### src/rtl/conv_pkg.sv
// Shared types and helpers for the convolution write/read sequencers.
package conv_pkg;

    typedef enum logic [1:0] {
        ST_IDLE    = 2'd0,
        ST_CAPTURE = 2'd1,
        ST_WRITE   = 2'd2,
        ST_DONE    = 2'd3
    } seq_state_e;

    localparam logic [2:0] WRITE_STATE_CODE = 3'd4;

    // Index width that never collapses to zero bits for single-entry dimensions.
    function automatic int idx_width(input int n);
        return (n > 1) ? $clog2(n) : 1;
    endfunction

endpackage

### src/rtl/conv_beat_counter.sv
// Two-level (element, channel) wrapping beat counter with clear, enable and last-beat flag.
module conv_beat_counter
    import conv_pkg::*;
#(
    parameter  int COUNT_SEL = 8,
    parameter  int COUNT_CH  = 1,
    localparam int SEL_W     = idx_width(COUNT_SEL),
    localparam int CH_W      = idx_width(COUNT_CH)
) (
    input  logic             clk,
    input  logic             rst,
    input  logic             clr,
    input  logic             en,
    output logic [SEL_W-1:0] sel,
    output logic [CH_W-1:0]  ch,
    output logic [SEL_W-1:0] sel_nxt,
    output logic [CH_W-1:0]  ch_nxt,
    output logic             last
);

    logic [SEL_W-1:0] sel_q, sel_d;
    logic [CH_W-1:0]  ch_q, ch_d;
    logic             sel_max, ch_max;

    assign sel_max = (sel_q == SEL_W'(COUNT_SEL - 1));
    assign ch_max  = (ch_q == CH_W'(COUNT_CH - 1));

    always_comb begin
        sel_d = sel_q;
        ch_d  = ch_q;
        if (clr) begin
            sel_d = '0;
            ch_d  = '0;
        end else if (en) begin
            if (sel_max) begin
                sel_d = '0;
                ch_d  = ch_max ? '0 : ch_q + 1'b1;
            end else begin
                sel_d = sel_q + 1'b1;
            end
        end
    end

    always_ff @(posedge clk or posedge rst) begin
        if (rst) begin
            sel_q <= '0;
            ch_q  <= '0;
        end else begin
            sel_q <= sel_d;
            ch_q  <= ch_d;
        end
    end

    assign sel     = sel_q;
    assign ch      = ch_q;
    assign sel_nxt = sel_d;
    assign ch_nxt  = ch_d;
    assign last    = sel_max && ch_max;

endmodule

### src/rtl/conv_write_seq.sv
// Write-back sequencer: snapshots one PE tile and streams it out beat by beat
// with valid/ready handshake, linear write address and optional ReLU.
module conv_write_seq
    import conv_pkg::*;
#(
    parameter  int         DATA_WIDTH  = 16,
    parameter  int         TILING_SIZE = 8,
    parameter  int         NUM_CH      = 1,
    parameter  int         ADDR_WIDTH  = 16,
    parameter  logic [2:0] WRITE_STATE = WRITE_STATE_CODE,
    parameter  int         SKIP_TILES  = 1,
    localparam int         SEL_W       = idx_width(TILING_SIZE),
    localparam int         CH_W        = idx_width(NUM_CH),
    localparam int         TILE_W      = NUM_CH * TILING_SIZE * DATA_WIDTH
) (
    input  logic                  clk,
    input  logic                  rst,
    input  logic [2:0]            state,
    input  logic [31:0]           counter_tiling,
    input  logic [ADDR_WIDTH-1:0] base_addr,
    input  logic                  relu_en,
    input  logic [TILE_W-1:0]     data_in,
    input  logic                  out_ready,
    output logic [DATA_WIDTH-1:0] data_output,
    output logic                  valid_data,
    output logic [SEL_W-1:0]      sel_data,
    output logic [CH_W-1:0]       ch_sel,
    output logic [ADDR_WIDTH-1:0] wr_addr,
    output logic                  busy,
    output logic                  done
);

    seq_state_e            fsm_q, fsm_d;
    logic [2:0]            prev_state_q;
    logic [ADDR_WIDTH-1:0] base_q, base_d;
    logic                  relu_q, relu_d;
    logic [TILE_W-1:0]     snap_q, snap_d;
    logic [DATA_WIDTH-1:0] data_q, data_d;
    logic [ADDR_WIDTH-1:0] addr_q, addr_d;
    logic                  valid_q, valid_d;
    logic                  busy_q, busy_d;
    logic                  done_q, done_d;

    logic                  trigger, xfer, last_beat;
    logic [SEL_W-1:0]      sel_cur, sel_nxt;
    logic [CH_W-1:0]       ch_cur, ch_nxt;
    logic [TILE_W-1:0]     elem_src;
    logic [DATA_WIDTH-1:0] elem, elem_relu;

    assign trigger = (state == WRITE_STATE) && (prev_state_q != WRITE_STATE)
                     && (counter_tiling > 32'(SKIP_TILES));
    assign xfer    = (fsm_q == ST_WRITE) && valid_q && out_ready;

    conv_beat_counter #(
        .COUNT_SEL (TILING_SIZE),
        .COUNT_CH  (NUM_CH)
    ) u_beat_cnt (
        .clk     (clk),
        .rst     (rst),
        .clr     (fsm_q != ST_WRITE),
        .en      (xfer),
        .sel     (sel_cur),
        .ch      (ch_cur),
        .sel_nxt (sel_nxt),
        .ch_nxt  (ch_nxt),
        .last    (last_beat)
    );

    // Beat 0 comes straight from data_in while the snapshot is being loaded.
    assign elem_src = (fsm_q == ST_CAPTURE) ? data_in : snap_q;

    always_comb begin
        elem = '0;
        for (int c = 0; c < NUM_CH; c++) begin
            for (int s = 0; s < TILING_SIZE; s++) begin
                if ((ch_nxt == CH_W'(c)) && (sel_nxt == SEL_W'(s))) begin
                    elem = elem_src[(c * TILING_SIZE + s) * DATA_WIDTH +: DATA_WIDTH];
                end
            end
        end
    end

    assign elem_relu = (relu_q && elem[DATA_WIDTH-1]) ? '0 : elem;

    always_comb begin
        fsm_d   = fsm_q;
        base_d  = base_q;
        relu_d  = relu_q;
        snap_d  = snap_q;
        data_d  = data_q;
        addr_d  = addr_q;
        valid_d = valid_q;
        busy_d  = busy_q;
        done_d  = 1'b0;
        case (fsm_q)
            ST_IDLE: begin
                data_d  = '0;
                addr_d  = '0;
                valid_d = 1'b0;
                busy_d  = 1'b0;
                if (trigger) begin
                    fsm_d  = ST_CAPTURE;
                    base_d = base_addr;
                    relu_d = relu_en;
                    busy_d = 1'b1;
                end
            end
            ST_CAPTURE: begin
                fsm_d   = ST_WRITE;
                snap_d  = data_in;
                valid_d = 1'b1;
                data_d  = elem_relu;
                addr_d  = base_q;
            end
            ST_WRITE: begin
                if (xfer) begin
                    if (last_beat) begin
                        fsm_d   = ST_DONE;
                        valid_d = 1'b0;
                        busy_d  = 1'b0;
                        done_d  = 1'b1;
                        data_d  = '0;
                        addr_d  = '0;
                    end else begin
                        data_d = elem_relu;
                        addr_d = addr_q + 1'b1;
                    end
                end
            end
            ST_DONE: begin
                fsm_d = ST_IDLE;
            end
            default: begin
                fsm_d = ST_IDLE;
            end
        endcase
    end

    always_ff @(posedge clk or posedge rst) begin
        if (rst) begin
            fsm_q        <= ST_IDLE;
            prev_state_q <= '0;
            base_q       <= '0;
            relu_q       <= 1'b0;
            snap_q       <= '0;
            data_q       <= '0;
            addr_q       <= '0;
            valid_q      <= 1'b0;
            busy_q       <= 1'b0;
            done_q       <= 1'b0;
        end else begin
            fsm_q        <= fsm_d;
            prev_state_q <= state;
            base_q       <= base_d;
            relu_q       <= relu_d;
            snap_q       <= snap_d;
            data_q       <= data_d;
            addr_q       <= addr_d;
            valid_q      <= valid_d;
            busy_q       <= busy_d;
            done_q       <= done_d;
        end
    end

    assign data_output = data_q;
    assign valid_data  = valid_q;
    assign sel_data    = sel_cur;
    assign ch_sel      = ch_cur;
    assign wr_addr     = addr_q;
    assign busy        = busy_q;
    assign done        = done_q;

endmodule

### config.mk
export PLATFORM = sky130hd
export DESIGN_NAME = conv_write_seq
export DESIGN_NICKNAME = d
export VERILOG_FILES = /design/src/rtl/conv_pkg.sv /design/src/rtl/conv_beat_counter.sv /design/src/rtl/conv_write_seq.sv
export SDC_FILE = /design/constraint.sdc
export NUM_CORES = 1
export LEC_CHECK = 0
export ABC_AREA = 1
export CAP_MARGIN = 20
export CELL_PAD_IN_SITES_DETAIL_PLACEMENT = 1
export CELL_PAD_IN_SITES_GLOBAL_PLACEMENT = 1
export CORE_MARGIN = 3
export CORE_UTILIZATION = 30
export DETAILED_ROUTE_END_ITERATION = 10
export GPL_TIMING_DRIVEN = 0
export HOLD_SLACK_MARGIN = 0.15
export PLACE_DENSITY_LB_ADDON = 0.2
export SETUP_SLACK_MARGIN = 0.02
export SYNTH_ARGS = -nofsm -noshare
export SYNTH_HDL_FRONTEND = slang
export SYNTH_HIERARCHICAL = 1
export SYNTH_SLANG_ARGS = --single-unit
### constraint.sdc
create_clock -name clk -period 7.9 [get_ports clk]
set_input_delay 1.185 -clock clk [delete_from_list [all_inputs] [get_ports clk]]
set_output_delay 1.185 -clock clk [all_outputs]
set_load 0.005 [all_outputs]
* Yosys cells after proc, flatten, opt, wreduce, memory -nomap -nowiden
Cells that the tools add are included.
Widths: inputs -> output; s select.
** Operators by class
- Eq/ne operators :: 17
- Multiplexer cells :: 35
- Add/sub/neg operators :: 3
- Bitwise gates (word level) :: 2
- $lt $le $gt $ge :: 1
- Reductions and logical operators :: 23
** Operators by type and width (count)
- $mux 16 :: 13
- $mux 128 :: 1
- $pmux 16 s3 :: 2
- $gt 32x1->1 const B :: 1
- $eq 3x3->1 const B :: 6
- $add 16x1->16 const B :: 1
- $logic_and 1x1->1 :: 14
- $mux 1 :: 10
- $mux 3 :: 3
- $reduce_and 3->1 :: 3
- $pmux 2 s4 :: 1
- $eq 3x2->1 const B :: 2
- $mux 2 :: 3
- $ne 2x2->1 const B :: 3
- $eq 2x2->1 const B :: 2
- $reduce_and 2->1 :: 2
- $add 3x1->3 const B :: 1
- $eq 3x1->1 const B :: 1
- $logic_not 3->1 :: 1
- $ne 3x3->1 const B :: 1
- $pmux 1 s3 :: 1
- $reduce_bool 3->1 :: 1
- $eq 2x1->1 const B :: 1
- $logic_not 2->1 :: 1
- 5 further kinds :: 6
** Word-level totals
- Register bits :: 189
- Input bits :: 183

* Longest topological paths before layout
Gate-level depths: netlist of run 1.
- Word-level depth :: 20
- Mapped depth :: 19

* Cells and area by module
The synthesis of run 1 kept the hierarchy.
** Modules (own cells, without submodules)
- conv_write_seq :: cells an instance 1170, area each 8876.0 um^2, instances 1
- conv_beat_counter :: cells an instance 24, area each 211.5 um^2, instances 1

* Worst setup path after synthesis of run 1
Ideal clock, no wire load.
- Path kind :: input to register
- Start point :: input out_ready
- End point :: register data_q[12], in the netlist data_output[12]
- Arrival time :: 2.795 ns
- Buffers on the path :: 1
- Stages on the path :: 14
- Setup slack :: 4.987 ns
- Required time :: 7.782 ns
- Cells stage by stage :: inv_1 nor3_4 o21ai_0 nor2_1 nand2_1 nor2_2 a21oi_1 nand3_1 nand2_1 nand4_2 nand2_4 buf_6 nand3_1 nand2_1
** On the way
- Cells in the longest elaborated chain, start to end :: 18
- Elaborated cells between the ends (all ways) :: 37
- Those cells by class :: 8 x eq/ne; 16 x mux; 1 x bitwise; 12 x reduce/logical
** Ends and longest elaborated chain
- from (decl) :: RTL line conv_write_seq.sv:23 : input logic out_ready,
- $logic_and 1x1->1 (*) :: RTL line conv_write_seq.sv:52 : assign xfer = (fsm_q == ST_WRITE) && valid_q && out_ready;
- net xfer :: RTL line conv_write_seq.sv:44 : logic trigger, xfer, last_beat;
- $mux 3 (*) :: RTL line conv_beat_counter.sv:34 : end else if (en) begin
- $mux 3 (*) :: RTL line conv_beat_counter.sv:31 : if (clr) begin
- net sel_nxt[0] :: RTL line conv_write_seq.sv:45 : logic [SEL_W-1:0] sel_cur, sel_nxt;
- $logic_not 3->1 :: RTL line conv_write_seq.sv:76 : if ((ch_nxt == CH_W'(c)) && (sel_nxt == SEL_W'(s))) begin
- $logic_and 1x1->1 :: RTL line conv_write_seq.sv:76
- $mux 16 (7 in series) :: RTL line conv_write_seq.sv:76
- $mux 16 (*) :: RTL line conv_write_seq.sv:76
- $logic_and 1x1->1 :: RTL line conv_write_seq.sv:83 : assign elem_relu = (relu_q && elem[DATA_WIDTH-1]) ? '0 : elem;
- $mux 16 (*) :: RTL line conv_write_seq.sv:83
- $mux 16 :: RTL line conv_write_seq.sv:117 : if (last_beat) begin
- $mux 16 :: RTL line conv_write_seq.sv:116 : if (xfer) begin
- $pmux 16 s3 (*) :: RTL line conv_write_seq.sv:95 : case (fsm_q)
- to (signal assigned) :: RTL line conv_write_seq.sv:157 : data_q <= data_d;
- to (decl) :: RTL line conv_write_seq.sv:38 : logic [DATA_WIDTH-1:0] data_q, data_d;
Mark *: on every way through the listed nets, which the timed path passes. The rest lies on a longest branch. The select of a mux whose other input is x is not followed.
A chain may end at the register's enable or synchronous reset.

* Worst setup path in the final report of run 1
- Start point :: input out_ready
- End point :: register data_q[0], in the netlist data_output[0]
The elaborated chain is that of the path after synthesis.

==> qor.txt, run 1 <==
outcome -> finished, final reports clean
fmax -> 0.255 GHz
Leakage -> 0.00601 µW
clock slew at reported path FFs -> 0.07 ns
synthesized-area fraction occupied by adder cells -> 1.24%
#FFs+latches synth -> 189
number of iterations in the first detailed-routing pass -> 4
Vias per Instance -> 4.62
Final Util -> 41.7%
PortBufs -> 220
CP top delay family -> simple AND/OR/NAND/NOR gates
Post-Syn Nets -> 1386
core footprint -> 0.0297 mm²
Root Buffer -> clkbuf_16
post-placement cell count -> 1805
Post-synth EDFFs -> 0
Layout area overhead -> 36.5%
synth cell count leaders -> nand2_1, dfrtp_1, inv_1, nor2_1
die height -> 180 µm
hpwl dp -> 23.7 mm
post-synth top area share -> 52.0%
MaxCap Viol Count -> 0
# diodes -> 0
Final Hold Viols -> 0
DR iter-0 viols -> 423
worst-margin pin slew -> 0.811 ns
worst stage delay on the critical path -> 0.67 ns
largest area contributor in the netlist -> dfrtp_1
row count -> 63
fillers -> 3663
Hold WC Path Type -> reg -> reg
total grt overflow -> 0
Die Wd -> 180 µm
vias in the first global route -> 9082
clk_skew -> 0.0179 ns
NumNets Final -> 1626
Compound-Gate Fraction of Synth Area -> 6.15%
worst-path cell chain -> clkdlybuf4s50_1 -> inv_1 -> nor3_4 -> o21ai_0 -> nor2_1 -> inv_2 -> nor3_2 -> clkbuf_1 -> nand2_1 -> nand4_1 -> nand3_1 -> nand2_1
Critical Path AT -> 4.30 ns
total die area -> 0.0324 mm²
via count -> 8486
post-synthesis cell count -> 1194
final setup fails -> 0
clk sinks -> 189
Synthesis Warnings -> 6
Routability Congestion -> 0.839
Overall Global Routing Usage -> 19.2%
Mean Syn Cell Area -> 7.61 µm²
setup repair bufs after CTS -> 0
Cell Pwr Density -> 351 mW/mm²
mux cell area share after synthesis -> 0%
worst rel slew slack -> 45.6%
sequential share of the synthesized area -> 52.0%
largest net degree at the start of global routing -> 113
Critical Path Source Type -> input port
Routed Antenna Nets -> 0
Hold Slack -> 0.471 ns
Clock Path Buffers -> 2
CTS Hold Buffers Added -> 0
CTS H-tree depth -> 4
dominant synthesized flop cell -> dfrtp_1
TritonCTS Buffers -> 17
Synth area leaders -> dfrtp_1, nand2_1, inv_1
drt total wl -> 31.0 mm
Initial Util -> 30.6%
Final Non-Filler Cells -> 1837
I/O pin cnt -> 222
RSZ-0062 raised after global routing -> no
top-count cell post-synth -> nand2_1
largest fanout on the critical path -> 10
Buffers & Inverters on Critical Path -> 4
CP Capture Type -> register
critical path's most frequent cell -> nand2_1
Post-Synth XOR/XNOR Area -> 0%
final period utilization -> 49.7%
Synth cell types -> 36
post-synthesis simple-gate area fraction -> 34.1%
Worst-Skew Late Latency -> 0.44 ns
mapped cell area -> 0.00909 mm²
CP Class -> in -> reg
max-slew violations -> 0
drt drc -> 0
TritonCTS clock tree -> built
Gates resized, CTS repair -> 0
layout cell share with drive strength beyond 1 -> 7.33%
Peak VDD IR -> 158 µV
Async SR Flop Fraction -> 100%
Wirelength per Cell -> 16.9 µm
Final min period -> 3.93 ns
largest family of logic cells by synthesized area -> simple AND/OR/NAND/NOR gates
Critical Path RT -> 8.27 ns
critical-path cell with the highest stage delay -> nor3_2
first-pass GRT wire length -> 49.5 mm
initial antenna violation count -> 0
reg2reg setup slack -> 4.19 ns
==> final timing paths <==
kind / end / startpoint / depth (start not counted)
worst max-delay path: data_output[0]$_DFFE_PP0P_ / out_ready / 12
worst min-delay path: snap_q[69]$_DFF_PP0_ / snap_q[69]$_DFF_PP0_ / 2
worst max register to register: data_output[0]$_DFFE_PP0P_ / fsm_q[0]$_DFFE_PP0P_ / 13
worst min register to register: snap_q[69]$_DFF_PP0_ / snap_q[69]$_DFF_PP0_ / 2
max in group asynchronous: snap_q[91]$_DFF_PP0_ / rst / 3
min in group asynchronous: u_beat_cnt/sel[1]$_DFF_PP0_ / rst / 2
==> registers in the layout (all words and copies together), names as in the netlist, 2 cells and up <==
signal	cells
data_output	16
prev_state_q	3
u_beat_cnt/sel	3
snap_q	128
wr_addr	16
fsm_q	2
base_q	16
==> per-layer routing <==
layer | track usage [%] | wire length [µm] | vias to the layer above
li1 | - | - | 4204
met3 | 3.21 | 1210 | 17
met5 | 0 | 0 | -
met2 | 32.5 | 14900 | 187
met1 | 26.2 | 14600 | 4078
met4 | 3.65 | 275 | 0
==> worst min-delay path, cell delays in order, from the launching register on <==
cell,delay [ns]
dfrtp_1,0.32
nand2_1,0.05
nand2_1,0.07
==> where the power goes <==
part	total, µW	internal (µW)	leakage [µW]	switching (µW)
logic	1900	672	0.00339	1230
clock network	873	426	0.000283	447
registers	1580	1410	0.00233	170
total	4350	2510	0.00601	1850
==> layout by cell type, fill, tap and decap left out, drive strengths merged <==
master           n
clkbuf          29
ha               9
inv             95
a22oi            1
o21a             5
o21ai           57
clkdlybuf4s50  220
nor2            74
dfrtp          189
nand2          569
nor3             7
o21bai           1
o22ai            3
a21boi           1
nand4           20
clkinv           7
buf             39
nand3           63
clkinvlp         2
a21o             1
a21oi           33
nand3b           1
or2             17
nor4             3
o211ai           1
==> kinds of logic after synthesis <==
logic type / count (synthesis)
buf+inv: 139
compound gates: 103
simple gates: 754
flops: 189
fa+ha+maj: 9
==> metrics by stage <==
| stage | total power (µW) | area [µm²] | worst slack [ns] | TNS [ns] |
|---|---|---|---|---|
| 2_1_floorplan | 2740 | 9090 | 1.69 | 0 |
| 3_5_place_dp | 3540 | 11800 | 3.46 | 0 |
| 6_report | 4350 | 12400 | 3.97 | 0 |
| 4_1_cts | 4420 | 12400 | 3.91 | 0 |
| 5_1_grt | 4740 | 12400 | 3.68 | 0 |
| 3_3_place_gp | 3470 | 11800 | -1.46 | -266.72 |
==> final cells by class <==
class	count	area, µm²	area share (%)
Buffer	50	250	2.02
Timing Repair Buffer	221	2230	18.0
Multi-Input combinational cell	866	3770	30.4
Clock buffer	17	425	3.43
Clock inverter	15	164	1.32
Sequential cell	189	4730	38.1
Tap cell	390	488	3.93
Inverter	89	342	2.75
No activity file was read; power rests on OpenSTA's default activity.
==> run 2, diff against run 1 <==
Clock period 7.9 ns to 3.7 ns, I/O delays scaled along.
==> run 2 against run 1 <==
Against the previous run:
- utilization is 0.60 points higher
- largest power group unchanged
- critical path depth is 1 higher
- design area is 1.4% higher
- critical endpoint is now data_output[12]$_DFFE_PP0P_
==> qor.txt, run 2 (synthesized netlist as in run 1, its figures left out) <==
outcome -> finished, final reports clean
TritonCTS Buffers -> 17
# diodes -> 0
Biggest register -> snap_q
Clock Path Buffers -> 2
vias in the first global route -> 9213
layout cell share with drive strength beyond 1 -> 7.99%
drt total wl -> 31.7 mm
Routed Antenna Nets -> 0
worst-margin pin slew -> 0.673 ns
Hold Slack -> 0.382 ns
Wirelength per Cell -> 17.2 µm
die height -> 180 µm
clock slew at reported path FFs -> 0.08 ns
clk_skew -> 0.0160 ns
Cell Pwr Density -> 756 mW/mm²
largest fanout on the critical path -> 10
CP Class -> reg -> reg
total die area -> 0.0324 mm²
RR Startpoint -> fsm_q[0]$_DFFE_PP0P_
Layout area overhead -> 38.4%
Initial Util -> 30.6%
r2r endpoint -> data_output[12]$_DFFE_PP0P_
most frequent cells in the layout -> nand2_1, clkdlybuf4s50_1, dfrtp_1, inv_1, nor2_1
drt drc -> 0
setup_tns -> 0 ns
critical path's most frequent cell -> nand2_1
Reg2Reg Depth -> 13
hpwl dp -> 24.7 mm
first-pass GRT wire length -> 50.2 mm
worst stage delay on the critical path -> 0.57 ns
Hold WC Path Type -> in -> async
RSZ-0062 raised after global routing -> yes
Overall Global Routing Usage -> 19.6%
NumNets Final -> 1631
final period utilization -> 93.7%
clk sinks -> 189
PortBufs -> 220
Leakage -> 0.00609 µW
max reg flops -> 128
core footprint -> 0.0297 mm²
Vias per Instance -> 4.64
I/O pin cnt -> 222
CTS H-tree depth -> 4
Critical Path AT -> 3.85 ns
CTS Hold Buffers Added -> 0
Critical Path Source Type -> register
row count -> 63
largest net degree at the start of global routing -> 37
Worst-Skew Late Latency -> 0.46 ns
final setup fails -> 0
initial antenna violation count -> 0
MaxCap Viol Count -> 0
worst-path cell chain -> inv_1 -> ha_1 -> inv_2 -> nor3_4 -> o21ai_0 -> nor2_1 -> nand2_1 -> nor2_1 -> clkbuf_1 -> nand2_1 -> nand4_1 -> nand3_1 -> nand2_1
Final Hold Viols -> 0
critical-path cell with the highest stage delay -> nor2_1
via count -> 8548
Root Buffer -> clkbuf_16
max-slew violations -> 0
commonest non-fill, non-tap cell in the layout -> nand2_1
Die Wd -> 180 µm
worst rel slew slack -> 55.1%
total grt overflow -> 0
Peak VDD IR -> 388 µV
fmax -> 0.289 GHz
TritonCTS clock tree -> built
Critical Path RT -> 4.09 ns
Final min period -> 3.47 ns
CP Capture Type -> register
number of iterations in the first detailed-routing pass -> 5
reg2reg setup slack -> 0.23 ns
DR iter-0 viols -> 370
Final Util -> 42.3%
Routability Congestion -> 0.832
[run 2: layer usage]
layer | global-route usage, % | vias up | wire length, µm
met5 | 0 | - | 0
met4 | 4.42 | 0 | 414
met3 | 3.11 | 30 | 1140
met2 | 34.0 | 196 | 15600
met1 | 26.1 | 4111 | 14500
li1 | - | 4211 | -
[run 2: metrics by stage]
| stage | worst slack [ns] | power [µW] | instance area [µm²] | std cells |
|---|---|---|---|---|
| after detailed placement | -0.167 | 7590 | 11900 | 1810 |
| after global placement | -1.06 | 7430 | 11800 | 1804 |
| after floorplan | 0.766 | 5850 | 9090 | 1194 |
| after CTS | 0.115 | 9670 | 12600 | 1842 |
| final | 0.234 | 9510 | 12600 | 1842 |
| after global routing | 0.000274 | 10300 | 12600 | 1842 |
[run 2: final cells by class]
cell class | instances | area [µm²]
plain buffers | 50 | 254
clock buffers | 17 | 425
clock inverters | 15 | 230
fillers | 3631 | 17100
inverters | 89 | 338
multi-input cells | 866 | 3780
flip-flops and latches | 189 | 4730
well taps | 390 | 488
repair buffers | 226 | 2330
[run 2: report_power, final]
| group | switching, µW | leakage, µW | internal, µW | total (µW) |
|---|---|---|---|---|
| logic | 2650 | 0.00345 | 1440 | 4100 |
| clock network | 1020 | 0.000313 | 1010 | 2020 |
| registers | 378 | 0.00233 | 3010 | 3380 |
| total | 4050 | 0.00609 | 5460 | 9500 |
[run 2: worst max path at each step]
| stage | depth (start not counted) | start | end | slack [ns] |
|---|---|---|---|---|
| detailed placement | 12 | out_ready | data_output[12]$_DFFE_PP0P_ | -0.17 |
| CTS | 13 | fsm_q[0]$_DFFE_PP0P_ | data_output[8]$_DFFE_PP0P_ | 0.11 |
| floorplan | 1 | rst | base_q[0]$_DFFE_PP0P_ | 0.77 |
| finish | 13 | fsm_q[0]$_DFFE_PP0P_ | data_output[12]$_DFFE_PP0P_ | 0.23 |
| global route | 13 | fsm_q[0]$_DFFE_PP0P_ | data_output[13]$_DFFE_PP0P_ | 0.0003 |
| global placement | 2 | rst | snap_q[110]$_DFF_PP0_ | -1.06 |
[run 2: what timing repair did]
| item | 4_1_cts | 5_1_grt |
|---|---|---|
| buffers inserted | 0 | 0 |
| resized for setup | 3 | 5 |
| pin swaps | 0 | 0 |
| endpoints found under the setup margin | 10 | 14 |
[run 2: worst max-delay path, delay by kind of cell, from the launching register on]
| family | cells | cell delay (ns) |
|---|---|---|
| and+or+nand+nor | 8 | 1.80 |
| DFF | 1 | 0.42 |
| buffers and inverters | 3 | 0.75 |
| adders and majority gates | 1 | 0.29 |
| AOI/OAI and AO/OA | 1 | 0.15 |
==> run 3, diff against run 2 <==
Settings changed: CORE_MARGIN 3 to 4.
==> run 3 against run 2 <==
Against the previous run:
- hold slack improved by 0.022 ns
- first-iteration DRC count rose by 18%
- sequential power hardly changed
- via count decreased by 0.32%
- combinational power about the same
- sequential share of layout area grew 0.23 points
- fmax up 1.7%
- routed wire length rose by 0.37%
- clock power shrank 7%
- critical path type unchanged
- largest cell class unchanged
==> qor.txt, run 3 (synthesized netlist as in run 1, its figures left out) <==
max reg flops -> 128
total die area -> 0.0331 mm²
Final min period -> 3.41 ns
Overall Global Routing Usage -> 19.1%
register area -> 0.00473 mm²
hpwl dp -> 24.8 mm
row count -> 63
reg2reg setup slack -> 0.29 ns
Tot Pwr -> 9360 µW
die height -> 182 µm
initial antenna violation count -> 0
Final Hold Viols -> 0
outcome -> finished, final reports clean
Wirelength per Cell -> 17.2 µm
clk_skew -> 0.0149 ns
Layout area overhead -> 37.6%
final instance area -> 0.0125 mm²
drt total wl -> 31.8 mm
Routability Congestion -> 0.842
Root Buffer -> clkbuf_16
Clock Path Buffers -> 2
NumNets Final -> 1630
number of iterations in the first detailed-routing pass -> 4
I/O pin cnt -> 222
Hold WC Path Type -> in -> async
CTS Hold Buffers Added -> 0
Critical Path RT -> 4.08 ns
Biggest register -> snap_q
clock slew at reported path FFs -> 0.08 ns
drt drc -> 0
MaxCap Viol Count -> 0
CP Class -> reg -> reg
CTS H-tree depth -> 4
RSZ-0062 raised after global routing -> yes
vias in the first global route -> 9038
Post-DP Area -> 0.0119 mm²
total grt overflow -> 0
max-slew violations -> 0
TritonCTS Buffers -> 17
Vias per Instance -> 4.62
Die Wd -> 182 µm
setup repair bufs after CTS -> 0
most frequent cells in the layout -> nand2_1, clkdlybuf4s50_1, dfrtp_1, inv_1, nor2_1
Worst-Skew Late Latency -> 0.43 ns
fmax -> 0.293 GHz
setup_tns -> 0 ns
Cell Pwr Density -> 748 mW/mm²
TritonCTS clock tree -> built
clk sinks -> 189
CP Capture Type -> register
area taken by multi-input logic gates -> 0.00379 mm²
Reg2Reg Depth -> 17
commonest non-fill, non-tap cell in the layout -> nand2_1
PortBufs -> 220
first-pass GRT wire length -> 49.8 mm
final setup fails -> 0
largest fanout on the critical path -> 10
DR iter-0 viols -> 438
largest net degree at the start of global routing -> 38
final period utilization -> 92.1%
RR Startpoint -> fsm_q[0]$_DFFE_PP0P_
post-placement cell count -> 1809
worst rel slew slack -> 52.8%
layout cell share with drive strength beyond 1 -> 7.93%
worst-margin pin slew -> 0.708 ns
Final Util -> 42.0%
Routed Antenna Nets -> 0
Peak VDD IR -> 339 µV
via count -> 8521
Initial Util -> 30.5%
Critical Path Source Type -> register
fillers -> 3649
Final Non-Filler Cells -> 1843
core footprint -> 0.0298 mm²
Leakage -> 0.00605 µW
Critical Path AT -> 3.79 ns
r2r endpoint -> data_output[0]$_DFFE_PP0P_
## run 3: critical path: stages (launching register included)
cell and delay (ns):
dfrtp_1 0.43, inv_1 0.13, ha_1 0.29, inv_2 0.14, nor3_4 0.32, o21ai_0 0.17, nor2_2 0.33, nand2_1 0.14
nor2_1 0.35, buf_2 0.30, nand2_1 0.09, nand3_1 0.09, nand2_1 0.07, nand2_1 0.08, nand2_1 0.08, nand4_1 0.13
nand3_1 0.14, nand2_1 0.09
## run 3: what timing repair did
action	in CTS	in global routing
gates cloned	0	0
setup endpoints to repair	11	12
gates resized for setup	4	6
## run 3: how the worst max path moves through the flow
stage / from / endpoint / slack, ns / depth (start not counted)
after CTS: fsm_q[0]$_DFFE_PP0P_ / data_output[0]$_DFFE_PP0P_ / 0.11 / 17
final: fsm_q[0]$_DFFE_PP0P_ / data_output[0]$_DFFE_PP0P_ / 0.29 / 17
after global placement: rst / snap_q[110]$_DFF_PP0_ / -1.07 / 2
after global routing: fsm_q[0]$_DFFE_PP0P_ / data_output[3]$_DFFE_PP0P_ / 0.005 / 17
after detailed placement: out_ready / data_output[0]$_DFFE_PP0P_ / -0.21 / 12
after floorplan: rst / base_q[0]$_DFFE_PP0P_ / 0.77 / 1
## run 3: area by class of cell
cell class	count	share of cell area (%)
Buffer	50	2.05
Inverter	89	2.70
Clock buffer	18	3.43
Timing Repair Buffer	225	18.4
Multi-Input combinational cell	866	30.3
Tap cell	390	3.90
Antenna cell	2	0.0400
Sequential cell	189	37.8
Clock inverter	14	1.35
## run 3: power by group
part	internal, µW	total [µW]	leakage, µW	switching [µW]
sequential	3010	3380	0.00233	377
combinational	1440	4100	0.00343	2660
clock	917	1870	0.000287	955
## run 3: per-stage QoR
step,setup WS [ns],hold slack [ns]
floorplan,0.766,0.321
global placement,-1.07,0.448
detailed placement,-0.212,0.453
CTS,0.111,0.406
global route,0.00489,0.436
finish,0.291,0.404
## run 3: per-layer routing
metal  global-route usage, %  vias up  routed length [µm]  share of wire (%)
met5                       0        -                   0                  0
met4                    3.06        0                 165               0.52
met3                    3.35        8                1390                4.4
met2                    33.0      186               15700                 50
met1                    25.4     4116               14500                 46
li1                        -     4211                   -                  -
